[src/rtl/pipe_id_ctrl_pkg.sv]
// Shared encodings for the ID-stage control: opcodes, functs, ALU ops,
// next-PC and forwarding selects, and the EX control flag bundle.
package pipe_id_ctrl_pkg;

  localparam logic [5:0] OP_RTYPE = 6'h00;
  localparam logic [5:0] OP_J     = 6'h02;
  localparam logic [5:0] OP_JAL   = 6'h03;
  localparam logic [5:0] OP_BEQ   = 6'h04;
  localparam logic [5:0] OP_BNE   = 6'h05;
  localparam logic [5:0] OP_ADDI  = 6'h08;
  localparam logic [5:0] OP_ANDI  = 6'h0C;
  localparam logic [5:0] OP_ORI   = 6'h0D;
  localparam logic [5:0] OP_XORI  = 6'h0E;
  localparam logic [5:0] OP_LUI   = 6'h0F;
  localparam logic [5:0] OP_LW    = 6'h23;
  localparam logic [5:0] OP_SW    = 6'h2B;

  localparam logic [5:0] FN_SLL = 6'h00;
  localparam logic [5:0] FN_SRL = 6'h02;
  localparam logic [5:0] FN_SRA = 6'h03;
  localparam logic [5:0] FN_JR  = 6'h08;
  localparam logic [5:0] FN_ADD = 6'h20;
  localparam logic [5:0] FN_SUB = 6'h22;
  localparam logic [5:0] FN_AND = 6'h24;
  localparam logic [5:0] FN_OR  = 6'h25;
  localparam logic [5:0] FN_XOR = 6'h26;

  // Don't-care aluc bits are driven as 0.
  localparam logic [3:0] ALUC_ADD = 4'b0000;
  localparam logic [3:0] ALUC_SUB = 4'b0100;
  localparam logic [3:0] ALUC_AND = 4'b0001;
  localparam logic [3:0] ALUC_OR  = 4'b0101;
  localparam logic [3:0] ALUC_XOR = 4'b0010;
  localparam logic [3:0] ALUC_LUI = 4'b0110;
  localparam logic [3:0] ALUC_SLL = 4'b0011;
  localparam logic [3:0] ALUC_SRL = 4'b0111;
  localparam logic [3:0] ALUC_SRA = 4'b1111;

  localparam logic [1:0] PC_SEQ = 2'b00;
  localparam logic [1:0] PC_BR  = 2'b01;
  localparam logic [1:0] PC_JR  = 2'b10;
  localparam logic [1:0] PC_JMP = 2'b11;

  localparam logic [1:0] FWD_RF     = 2'b00;
  localparam logic [1:0] FWD_EXALU  = 2'b01;
  localparam logic [1:0] FWD_MEMALU = 2'b10;
  localparam logic [1:0] FWD_MEMLD  = 2'b11;

  typedef struct packed {
    logic wreg;
    logic m2reg;
    logic wmem;
    logic aluimm;
    logic shift;
    logic jal;
  } ctl_t;

endpackage

[src/rtl/pipe_id_ctrl_fwd.sv]
// Operand forwarding selects and load-use hazard detection for the ID stage.
module pipe_fwd_unit
  import pipe_id_ctrl_pkg::*;
#(
  parameter int RN_W = 5
) (
  input  logic [RN_W-1:0] rs,
  input  logic [RN_W-1:0] rt,
  input  logic            uses_rs,
  input  logic            uses_rt,
  input  logic            ewreg,
  input  logic            em2reg,
  input  logic [RN_W-1:0] ern,
  input  logic            mwreg,
  input  logic            mm2reg,
  input  logic [RN_W-1:0] mrn,
  output logic [1:0]      fwda,
  output logic [1:0]      fwdb,
  output logic            stall
);

  logic e_alu, e_ld, m_wr;

  // r0 is never a real producer, so a zero destination never matches.
  assign e_alu = ewreg & ~em2reg & (ern != '0);
  assign e_ld  = ewreg &  em2reg & (ern != '0);
  assign m_wr  = mwreg & (mrn != '0);

  always_comb begin
    fwda = FWD_RF;
    if (e_alu && ern == rs)     fwda = FWD_EXALU;
    else if (m_wr && mrn == rs) fwda = mm2reg ? FWD_MEMLD : FWD_MEMALU;
    fwdb = FWD_RF;
    if (e_alu && ern == rt)     fwdb = FWD_EXALU;
    else if (m_wr && mrn == rt) fwdb = mm2reg ? FWD_MEMLD : FWD_MEMALU;
  end

  assign stall = e_ld & ((uses_rs & (ern == rs)) | (uses_rt & (ern == rt)));

endmodule

[src/rtl/pipe_id_ctrl.sv]
// ID-stage control: instruction decode, next-PC select, hazard handling and
// the ID/EX control register feeding the EX stage.
module pipe_id_ctrl
  import pipe_id_ctrl_pkg::*;
#(
  parameter int RN_W   = 5,
  parameter int ALUC_W = 4
) (
  input  logic              clock,
  input  logic              reset,
  input  logic [31:0]       inst,
  input  logic              rsrtequ,
  input  logic              mwreg,
  input  logic              mm2reg,
  input  logic [RN_W-1:0]   mrn,
  output logic              stall,
  output logic [1:0]        pcsource,
  output logic [1:0]        fwda,
  output logic [1:0]        fwdb,
  output logic              regrt,
  output logic              sext,
  output logic              ewreg,
  output logic              em2reg,
  output logic              ewmem,
  output logic              ealuimm,
  output logic              eshift,
  output logic              ejal,
  output logic [ALUC_W-1:0] ealuc,
  output logic [RN_W-1:0]   ern
);

  logic [5:0]        op, fn;
  logic [RN_W-1:0]   rs, rt, rd, rn;
  logic [ALUC_W-1:0] aluc;
  ctl_t              ctl, e_ctl;
  logic              uses_rs, uses_rt, is_beq, is_bne, is_jr, is_j;
  logic              unused_shamt;

  assign op = inst[31:26];
  assign fn = inst[5:0];
  assign rs = inst[25:21];
  assign rt = inst[20:16];
  assign rd = inst[15:11];
  assign unused_shamt = ^inst[10:6];

  always_comb begin
    ctl = '0; aluc = ALUC_ADD; regrt = 1'b0; sext = 1'b0;
    uses_rs = 1'b0; uses_rt = 1'b0;
    is_beq = 1'b0; is_bne = 1'b0; is_jr = 1'b0; is_j = 1'b0;
    case (op)
      OP_RTYPE: begin
        uses_rs = 1'b1; uses_rt = 1'b1; ctl.wreg = 1'b1;
        case (fn)
          FN_ADD: aluc = ALUC_ADD;
          FN_SUB: aluc = ALUC_SUB;
          FN_AND: aluc = ALUC_AND;
          FN_OR:  aluc = ALUC_OR;
          FN_XOR: aluc = ALUC_XOR;
          FN_SLL: begin aluc = ALUC_SLL; ctl.shift = 1'b1; uses_rs = 1'b0; end
          FN_SRL: begin aluc = ALUC_SRL; ctl.shift = 1'b1; uses_rs = 1'b0; end
          FN_SRA: begin aluc = ALUC_SRA; ctl.shift = 1'b1; uses_rs = 1'b0; end
          FN_JR:  begin ctl.wreg = 1'b0; is_jr = 1'b1; end
          // Unknown funct is a NOP and must not provoke a stall either.
          default: begin ctl.wreg = 1'b0; uses_rs = 1'b0; uses_rt = 1'b0; end
        endcase
      end
      OP_ADDI: begin ctl.wreg = 1'b1; ctl.aluimm = 1'b1; regrt = 1'b1; sext = 1'b1; uses_rs = 1'b1; end
      OP_ANDI: begin ctl.wreg = 1'b1; ctl.aluimm = 1'b1; regrt = 1'b1; uses_rs = 1'b1; aluc = ALUC_AND; end
      OP_ORI:  begin ctl.wreg = 1'b1; ctl.aluimm = 1'b1; regrt = 1'b1; uses_rs = 1'b1; aluc = ALUC_OR; end
      OP_XORI: begin ctl.wreg = 1'b1; ctl.aluimm = 1'b1; regrt = 1'b1; uses_rs = 1'b1; aluc = ALUC_XOR; end
      OP_LUI:  begin ctl.wreg = 1'b1; ctl.aluimm = 1'b1; regrt = 1'b1; aluc = ALUC_LUI; end
      OP_LW: begin
        ctl.wreg = 1'b1; ctl.m2reg = 1'b1; ctl.aluimm = 1'b1;
        regrt = 1'b1; sext = 1'b1; uses_rs = 1'b1;
      end
      OP_SW: begin
        ctl.wmem = 1'b1; ctl.aluimm = 1'b1;
        regrt = 1'b1; sext = 1'b1; uses_rs = 1'b1; uses_rt = 1'b1;
      end
      OP_BEQ: begin is_beq = 1'b1; regrt = 1'b1; sext = 1'b1; uses_rs = 1'b1; uses_rt = 1'b1; aluc = ALUC_SUB; end
      OP_BNE: begin is_bne = 1'b1; regrt = 1'b1; sext = 1'b1; uses_rs = 1'b1; uses_rt = 1'b1; aluc = ALUC_SUB; end
      OP_J:   is_j = 1'b1;
      OP_JAL: begin is_j = 1'b1; ctl.wreg = 1'b1; ctl.jal = 1'b1; end
      default: ;
    endcase
  end

  assign rn = ctl.jal ? {RN_W{1'b1}} : (regrt ? rt : rd);

  pipe_fwd_unit #(.RN_W(RN_W)) u_fwd (
    .rs      (rs),
    .rt      (rt),
    .uses_rs (uses_rs),
    .uses_rt (uses_rt),
    .ewreg   (ewreg),
    .em2reg  (em2reg),
    .ern     (ern),
    .mwreg   (mwreg),
    .mm2reg  (mm2reg),
    .mrn     (mrn),
    .fwda    (fwda),
    .fwdb    (fwdb),
    .stall   (stall)
  );

  // A stalled branch is held in ID and re-evaluated once its operand arrives.
  always_comb begin
    pcsource = PC_SEQ;
    if (!stall) begin
      if ((is_beq & rsrtequ) | (is_bne & ~rsrtequ)) pcsource = PC_BR;
      else if (is_jr)                               pcsource = PC_JR;
      else if (is_j)                                pcsource = PC_JMP;
    end
  end

  always_ff @(posedge clock or posedge reset) begin
    if (reset) begin
      e_ctl <= '0;
      ealuc <= '0;
      ern   <= '0;
    end else begin
      e_ctl      <= ctl;
      e_ctl.wreg <= ctl.wreg & ~stall;
      e_ctl.wmem <= ctl.wmem & ~stall;
      ealuc      <= aluc;
      ern        <= rn;
    end
  end

  assign ewreg   = e_ctl.wreg;
  assign em2reg  = e_ctl.m2reg;
  assign ewmem   = e_ctl.wmem;
  assign ealuimm = e_ctl.aluimm;
  assign eshift  = e_ctl.shift;
  assign ejal    = e_ctl.jal;

endmodule
[config.mk]
export PLATFORM = sky130hd
export DESIGN_NAME = pipe_id_ctrl
export DESIGN_NICKNAME = d
export VERILOG_FILES = /design/src/rtl/pipe_id_ctrl_pkg.sv /design/src/rtl/pipe_id_ctrl_fwd.sv /design/src/rtl/pipe_id_ctrl.sv
export SDC_FILE = /design/constraint.sdc
export NUM_CORES = 1
export LEC_CHECK = 0
export ABC_AREA = 1
export ABC_CLOCK_PERIOD_IN_PS = 1800
export CORE_UTILIZATION = 41
export CTS_BUF_LIST = sky130_fd_sc_hd__clkbuf_4 sky130_fd_sc_hd__clkbuf_8
export DETAILED_ROUTE_END_ITERATION = 8
export MAX_ROUTING_LAYER = met4
export PLACE_DENSITY = 0.9
export SLEW_MARGIN = 10
export SYNTH_ARGS = -nofsm -noshare
export SYNTH_HDL_FRONTEND = slang
export SYNTH_SLANG_ARGS = --single-unit
[constraint.sdc]
create_clock -name clock -period 1.8 [get_ports clock]
set_clock_uncertainty 0.2 [all_clocks]
set_input_delay 0.27 -clock clock [delete_from_list [all_inputs] [get_ports clock]]
set_output_delay 0.27 -clock clock [all_outputs]
set_load 0.005 [all_outputs]
# Word level (Yosys, flattened, before mapping)
# Cells that the tools add are included.
# word_totals
inputBits,42
reg_bits,15
out_inout_bits,24
# op_classes
n_eq_ne,23
n_mux,32
n_bitwise,17
n_reduce_logical,20
# ops
op,count
$eq 6x6->1 const B,7
$eq 6x4->1 const B,6
$pmux 4 s7,1
$eq 6x2->1 const B,4
$pmux 4 s6,1
$eq 5x5->1,4
$reduce_or 9->1,2
$mux 1,17
$mux 2,8
$reduce_or 8->1,2
$reduce_or 7->1,2
$and 1x1->1,12
$eq 6x3->1 const B,2
$logic_not 6->1,2
$mux 5,2
$reduce_bool 5->1,2
$pmux 1 s2,3
$reduce_or 3->1,2
$reduce_or 6->1,1
$reduce_or 5->1,1
$logic_and 1x1->1,4
$reduce_or 2->1,2
$not 1->1,3
$or 1x1->1,2

# Longest topological paths before layout
# Gate-level depths: netlist of run 1.
# logic_depth
ltp_word,9
mapped_depth,10

# Hierarchy
# A second synthesis of run 1 with hierarchy kept.
# hier_totals
hier_cells,208
area_unflattened_um2,1290.0
# by_module_without_submodules
mod,seq_area_each_um2,cells_per_inst,area_each_um2,n_inst
pipe_id_ctrl,375.4,119,865.8,1
pipe_fwd_unit,0.0,89,424.2,1

# Least setup slack after synthesis of run 1
# Ideal clock, no wire load.
# synth_path
kind,flip-flop to output port
startpoint,register ern[1]
endpoint,output port stall
t_arrival_ps,1138
slack_ps,192
path_buffers,0
path_stages_with_launch,8
path_cell_list,dfrtp_1 -> inv_1 -> nand2_1 -> a21oi_1 -> nand2_1 -> nor3_2 -> nand2_2 -> a21oi_1
# synth_between
elab_chain_cells,4
word_cells_on_any_way,8
cone_classes,eq/ne (2); bitwise (5); reduce/logical (1)
# synth_lines
element,line_no,source
"start, declared",pipe_id_ctrl.sv:29,output logic [RN_W-1:0] ern
"start signal, assigned",pipe_id_ctrl.sv:126,ern <= rn;
$eq 5x5->1,pipe_id_ctrl_fwd.sv:38,assign stall = e_ld & ((uses_rs & (ern == rs)) | (uses_rt & (ern == rt)));
$and 1x1->1,pipe_id_ctrl_fwd.sv:38,
$or 1x1->1,pipe_id_ctrl_fwd.sv:38,
$and 1x1->1 *,pipe_id_ctrl_fwd.sv:38,
"end, declared",pipe_id_ctrl.sv:16,"output logic stall,"
# Mark *: on every way between the ends. The rest lies on a longest branch, timed or not.

# Worst setup path after layout of run 1
# layout_path
startpoint,input port inst[18]
endpoint,output port pcsource[0]
# layout_between
elab_chain_cells,5
# layout_lines
element,line_no,source
"start, declared",pipe_id_ctrl.sv:11,"input logic [31:0] inst,"
$eq 5x5->1,pipe_id_ctrl_fwd.sv:38,
$and 1x1->1,pipe_id_ctrl_fwd.sv:38,
$or 1x1->1,pipe_id_ctrl_fwd.sv:38,
$and 1x1->1,pipe_id_ctrl_fwd.sv:38,
$mux 2,pipe_id_ctrl.sv:109,if (!stall) begin
"end, declared",pipe_id_ctrl.sv:17,"output logic [1:0] pcsource,"
# Every way passes these cells.

==> results of run 1 <==
==> layout make-up <==
type                       count  area [um^2]  share of cell area
clock buffer                   3         22.5             0.00871
multi-input combinational    139          933               0.361
sequential                    15          375               0.145
timing repair buffer         127         1060               0.412
tap                           44         55.1              0.0213
inverter                      33          126              0.0489
clock inverter                 1         7.51             0.00290
==> cell families (layout without fill, tap and decap cells) <==
| logic type | count (synthesis) | after routing | share of synthesized area |
|---|---|---|---|
| AO/OA/AOI/OAI | 24 | 24 | 0.112 |
| buffers and inverters | 33 | 164 | 0.0955 |
| AND/OR/NAND/NOR | 99 | 99 | 0.395 |
| XOR/XNOR | 16 | 16 | 0.108 |
| flip-flops | 15 | 15 | 0.289 |
==> per-stage QoR <==
stage	cell area, um^2	cells	total power, W	worst slack [ns]
2_1_floorplan	1300	187	0.000501	0.192
3_3_place_gp	2320	340	0.000722	-0.797
3_5_place_dp	2320	340	0.000739	-0.879
4_1_cts	2490	355	0.000953	-0.393
5_1_grt	2580	362	0.00105	-0.507
6_report	2580	362	0.00100	-0.478
==> worst max-delay path, stage by stage <==
cell and delay [ns]:
clkdlybuf4s50_1 0.51, xnor2_1 0.26, nand2_1 0.12, nor3_2 0.17, buf_4 0.16, nand2_4 0.05, nand2_4 0.09, a21oi_2 0.06
buf_2 0.13
==> power by group through the flow <==
| stage | registers (W) | logic [W] | clock network, W |
|---|---|---|---|
| after floorplan | 0.000372 | 0.000129 | 0 |
| after global placement | 0.000372 | 0.000351 | 0 |
| after CTS | 0.000365 | 0.000393 | 0.000196 |
| after detailed placement | 0.000373 | 0.000366 | 0 |
| after global routing | 0.000369 | 0.000459 | 0.000220 |
| final | 0.000368 | 0.000432 | 0.000202 |
==> synthesized netlist by cell type (2+ instances only) <==
master and number:
nand2_1 35, inv_1 29, nor2_1 20, dfrtp_1 15, nand3_1 12, xor2_1 11
a21oi_1 10, nand4_1 8, nand2_2 6, o21ai_0 6, xnor2_1 5, inv_2 4
nand3_2 4, nor2_2 4, a31oi_1 2, nor2_4 2, nor3_1 2, o211ai_1 2
or2_2 2
==> metal layers <==
metal,part of all wire,GRT usage,routed length (um)
met5,0,-,0
met4,0.053,0.109,297
met3,0.062,0.0580,348
met2,0.51,0.604,2900
met1,0.37,0.337,2090
==> sequential cells by signal, indices dropped and copies added (netlist names) <==
name	flops
ern	5
eshift	1
ealuc	4
ejal	1
em2reg	1
ewmem	1
ealuimm	1
ewreg	1
==> final timing paths <==
kind                       startpoint           to  cells past startpoint
hold / removal                  reset         ejal                      2
setup / recovery             inst[18]  pcsource[0]                      9
min in group clock            inst[5]       eshift                      4
hold reg to reg                em2reg        ewmem                      4
setup reg to reg               ern[0]        ewreg                     11
max in group asynchronous       reset       ern[1]                      2
==> what timing repair did <==
| action | CTS | global route |
|---|---|---|
| pin swaps | 21 | 16 |
| setup buffers | 12 | 8 |
| endpoints found under the setup margin | 9 | 14 |
| gates resized for setup | 94 | 24 |
| hold endpoints to repair | 0 | 0 |
==> layout by cell type, fill, tap and decap left out, drive strengths merged, types with 2 or more instances in the layout <==
master	Yosys	routed
xor2	11	11
dlymetal6s2s	0	4
a31oi	2	2
buf	0	79
dfrtp	15	15
o21ai	6	6
nor2	27	27
o211ai	3	3
inv	33	33
or2	3	3
clkbuf	0	4
nand4	8	8
clkdlybuf4s50	0	27
dlygate4sd2	0	12
xnor2	5	5
a21oi	10	10
nand2	41	41
nand3	16	16
clkdlybuf4s15	0	4
nor3	3	3
==> impl_metrics.yaml, run 1 <==
run_status:
  status: "finished with violations"
  violations: "setup timing"
floorplan:
  dieArea_um2: 3390
  core_um2: 3030
  ios: 66
  row_count: 20
  die_x_um: 58.3
  initial_utilization: 0.429
  die_h_um: 58.3
timing:
  tns_ns: -2.87
  rsz0062_at_grt: "true"
  hold_viol: 0
  final.setup.worst_slack_ns: -0.478
  worstMarginPinSlew_ns: 0.574
  finalSetupViolations: 8
  worst_hold_slack_ns: 0.152
  slew_headroom: 0.617
  fmax_mhz: 439
  fin_crit_sh: 1.27
  fin_crit_ns: 2.28
  final_max_slew_viol_count: 0
synth:
  ys_ff_latch: 15
  yosysWarnings: 0
  syn_area_um2: 1300
  yosysSeqAreaShare: 0.289
  synth_edf_count: 0
  synthCells: 187
  yosysTopAreaCell: "dfrtp_1"
  yosys-top-cells-area: "dfrtp_1, nand2_1, inv_1, xor2_1, nor2_1"
  syn_nets: 229
  async_flop_share: 1.00
  ys.flop_type: "dfrtp_1"
  synth_top_area_frac: 0.289
  syn_area_per_cell_um2: 6.94
  synth_cell_types: 27
drt:
  routed_via_density: 5.21
  drc: 0
  totalWireLength_um: 5640
  postRouteAntennaNets: 0
  first_pass_iters: 4
  drtIter0Drc: 84
  num_vias: 1887
  wire_per_inst_um: 15.6
pwr:
  pwr-share-clk: 0.202
  switching_power_w: 0.000339
  ir_drop_v: 0.000299
  p_sw_frac: 0.338
  seq_power_share: 0.367
  power_density_nw_per_um2: 388
  p_leak_nw: 1.45
  p_comb_frac: 0.431
  internal_power_w: 0.000663
global_route:
  grt_pass1_vias: 1800
  grt_max_degree: 16
  grt_pass1_wl_um: 8010
  antenna_found_initial: 0
  grt_overflow_total: 0
  grt_use_total: 0.323
clock_network:
  clock_latency_ns: 0.29
  clk_pin_slew_worst_paths_ns: 0.10
  cts_buffers: 3
  cts_tree: "done"
  clk_root_buffer_cell: "clkbuf_4"
  clock-sinks: 15
  clockBufferDepth: 2
  htreeDepth: 1
  cts_hold_buf: 0
place:
  gp_congestion: 0.949
  port_buffers: 60
  place_hpwl_um: 3530
setup_path:
  crit_arrival_ns: 1.81
  cp_max_fo: 3
  crit_path_end_kind: "output port"
  critPathRequiredTime_ns: 1.33
  reg2reg_slack_ns: 0.01
  critPathLaunchType: "input port"
  crit_type: "in -> out"
run:
  maxCapViolCount: 0
layout:
  fillCellCount: 152
  drive_gt1_frac: 0.462
  num_antenna_cells: 0
  utilization: 0.854
  layout.nets: 361
  area_growth_pct: 99.2
worst_hold_path:
  min_path_type: "in -> async"
Note: power is estimated with default switching activity, not from simulation.
==> run 2: changes to the inputs <==
--- a/constraint.sdc
+++ b/constraint.sdc
@@ -4,2 +4,2 @@
 set_output_delay 0.27 -clock clock [all_outputs]
-set_load 0.005 [all_outputs]
+set_load 0.02 [all_outputs]
==> impl_metrics.yaml, run 2 (synthesized netlist as in run 1, its figures left out) <==
drt:
  wire_per_inst_um: 15.1
  drtIter0Drc: 93
  routed_via_density: 5.04
  postRouteAntennaNets: 0
  first_pass_iters: 4
  num_vias: 1760
  totalWireLength_um: 5260
  drc: 0
layout:
  layout_common_cells: "buf_4, nand2_1, inv_1, clkdlybuf4s50_1, dlygate4sd2_1"
  layout.nets: 348
  drive_gt1_frac: 0.407
  top_register: "ern"
  largest_reg_flops: 5
  fillCellCount: 170
  seq_area_um2: 375
  reg_top3: "ern x5, ealuc x4"
  num_antenna_cells: 0
  final_common_cell: "buf_4"
  area_growth_pct: 91.3
  multi_input_area_um2: 922
floorplan:
  core_um2: 3030
  dieArea_um2: 3390
  die_x_um: 58.3
  ios: 66
  die_h_um: 58.3
  initial_utilization: 0.429
  row_count: 20
setup_path:
  crit_buf_inv: 3
  r2r_start: "ern[0]"
  crit_arrival_ns: 1.86
  path_cells: "inv_2 > nand2_1 > nand2_1 > a21oi_2 > nand2_2 > nor3_4 > buf_6 > nand2_4 > nand2_4 > a21oi_2 > buf_4"
  cp_top_family: "simple AND/OR/NAND/NOR gates"
  crit_start: "ern[0]"
  crit_type: "reg -> out"
  slowest_stage: "dfrtp_1"
  worst-r2r-cell-count: 11
  cp_max_fo: 4
  timing.rr.end: "ewmem"
  cp.depth: 11
  critPathRequiredTime_ns: 1.33
  critPathLaunchType: "flip-flop"
  worst_path_largest_cell_delay_ns: 0.42
  reg2reg_slack_ns: -0.04
  crit_path_end_kind: "output port"
  endpoint: "pcsource[0]"
pwr:
  ir_drop_v: 0.000246
  p_leak_nw: 1.36
  power_density_nw_per_um2: 409
clock_network:
  clock-sinks: 15
  cts_hold_buf: 0
  htreeDepth: 1
  clk_root_buffer_cell: "clkbuf_4"
  cts_tree: "done"
  clk_pin_slew_worst_paths_ns: 0.09
  clockBufferDepth: 2
  cts_buffers: 3
  clock_latency_ns: 0.29
global_route:
  grt_pass1_wl_um: 7620
  grt_max_degree: 16
  grt_use_total: 0.313
  grt_pass1_vias: 1665
  grt_overflow_total: 0
  antenna_found_initial: 0
place:
  place_hpwl_um: 3430
  pre_cts_ws_ns: -0.941
  gp_congestion: 0.962
  port_buffers: 60
timing:
  final_max_slew_viol_count: 0
  fin_crit_sh: 1.29
  fin_crit_ns: 2.33
  hold_viol: 0
  worst_hold_slack_ns: 0.129
  finalSetupViolations: 9
  fmax_mhz: 429
  slew_headroom: 0.626
  final.setup.worst_slack_ns: -0.530
  worstMarginPinSlew_ns: 0.560
  rsz0062_at_grt: "true"
run_status:
  violations: "setup timing"
  status: "finished with violations"
run:
  maxCapViolCount: 0
worst_hold_path:
  min_path_type: "in -> async"
run 2: cell count changes in the layout (fill, tap and decap cells not counted), moves of 4 or more:
cell,change
dlygate4sd2_1,+9
clkdlybuf4s15_2,-4
dlymetal6s2s_1,-4
buf_2,-7
buf_6,+4
buf_4,-13
clkdlybuf4s15_1,+4
run 2: worst min path at each step:
| stage | depth (start not counted) | start | slack [ns] | to |
|---|---|---|---|---|
| 5_1_grt | 2 | reset | 0.19 | ewmem |
| 4_1_cts | 2 | reset | 0.14 | ern[4] |
| 3_3_place_gp | 2 | reset | 0.43 | ealuc[1] |
| 6_report | 2 | reset | 0.13 | ern[4] |
| 3_5_place_dp | 2 | reset | 0.46 | ewmem |
| 2_1_floorplan | 1 | reset | -0.03 | ealuc[0] |
run 2: final cells by class:
type / instances / area share
timing repair buffer: 114 / 0.393
sequential: 15 / 0.151
inverter: 33 / 0.0499
multi-input combinational: 139 / 0.371
tap: 44 / 0.0222
clock buffer: 4 / 0.0121
run 2: what timing repair did:
action / CTS / global route
setup buffers: 9 / 2
pin swaps: 22 / 6
endpoints found under the setup margin: 17 / 10
resized for setup: 97 / 23
run 2: layer usage:
layer	up-vias	wire, um	global-route usage
li1	843	-	-
met1	826	2110	0.336
met2	78	2760	0.583
met3	13	236	0.0268
met4	0	152	0.136
met5	-	0	-
run 2: per-stage QoR:
stage / cell area [um^2] / instances / utilization / TNS (ns) / total power, W
detailed placement: 2290 / 334 / 0.757 / -9.39 / 0.000750
finish: 2480 / 349 / 0.820 / -3.37 / 0.00102
floorplan: 1310 / 187 / - / -0.232 / 0.000526
global placement: 2290 / 334 / 0.757 / -8.67 / 0.000738
CTS: 2410 / 347 / 0.796 / -2.34 / 0.000970
global route: 2480 / 349 / 0.820 / -4.01 / 0.00106
run 2: where the power goes:
part | switching, W | internal [W] | leakage [nW] | total (W)
logic | 0.000221 | 0.000212 | 1.15 | 0.000433
clock network | 0.000112 | 0.000101 | 0.0184 | 0.000214
registers | 0.0000172 | 0.000352 | 0.197 | 0.000369
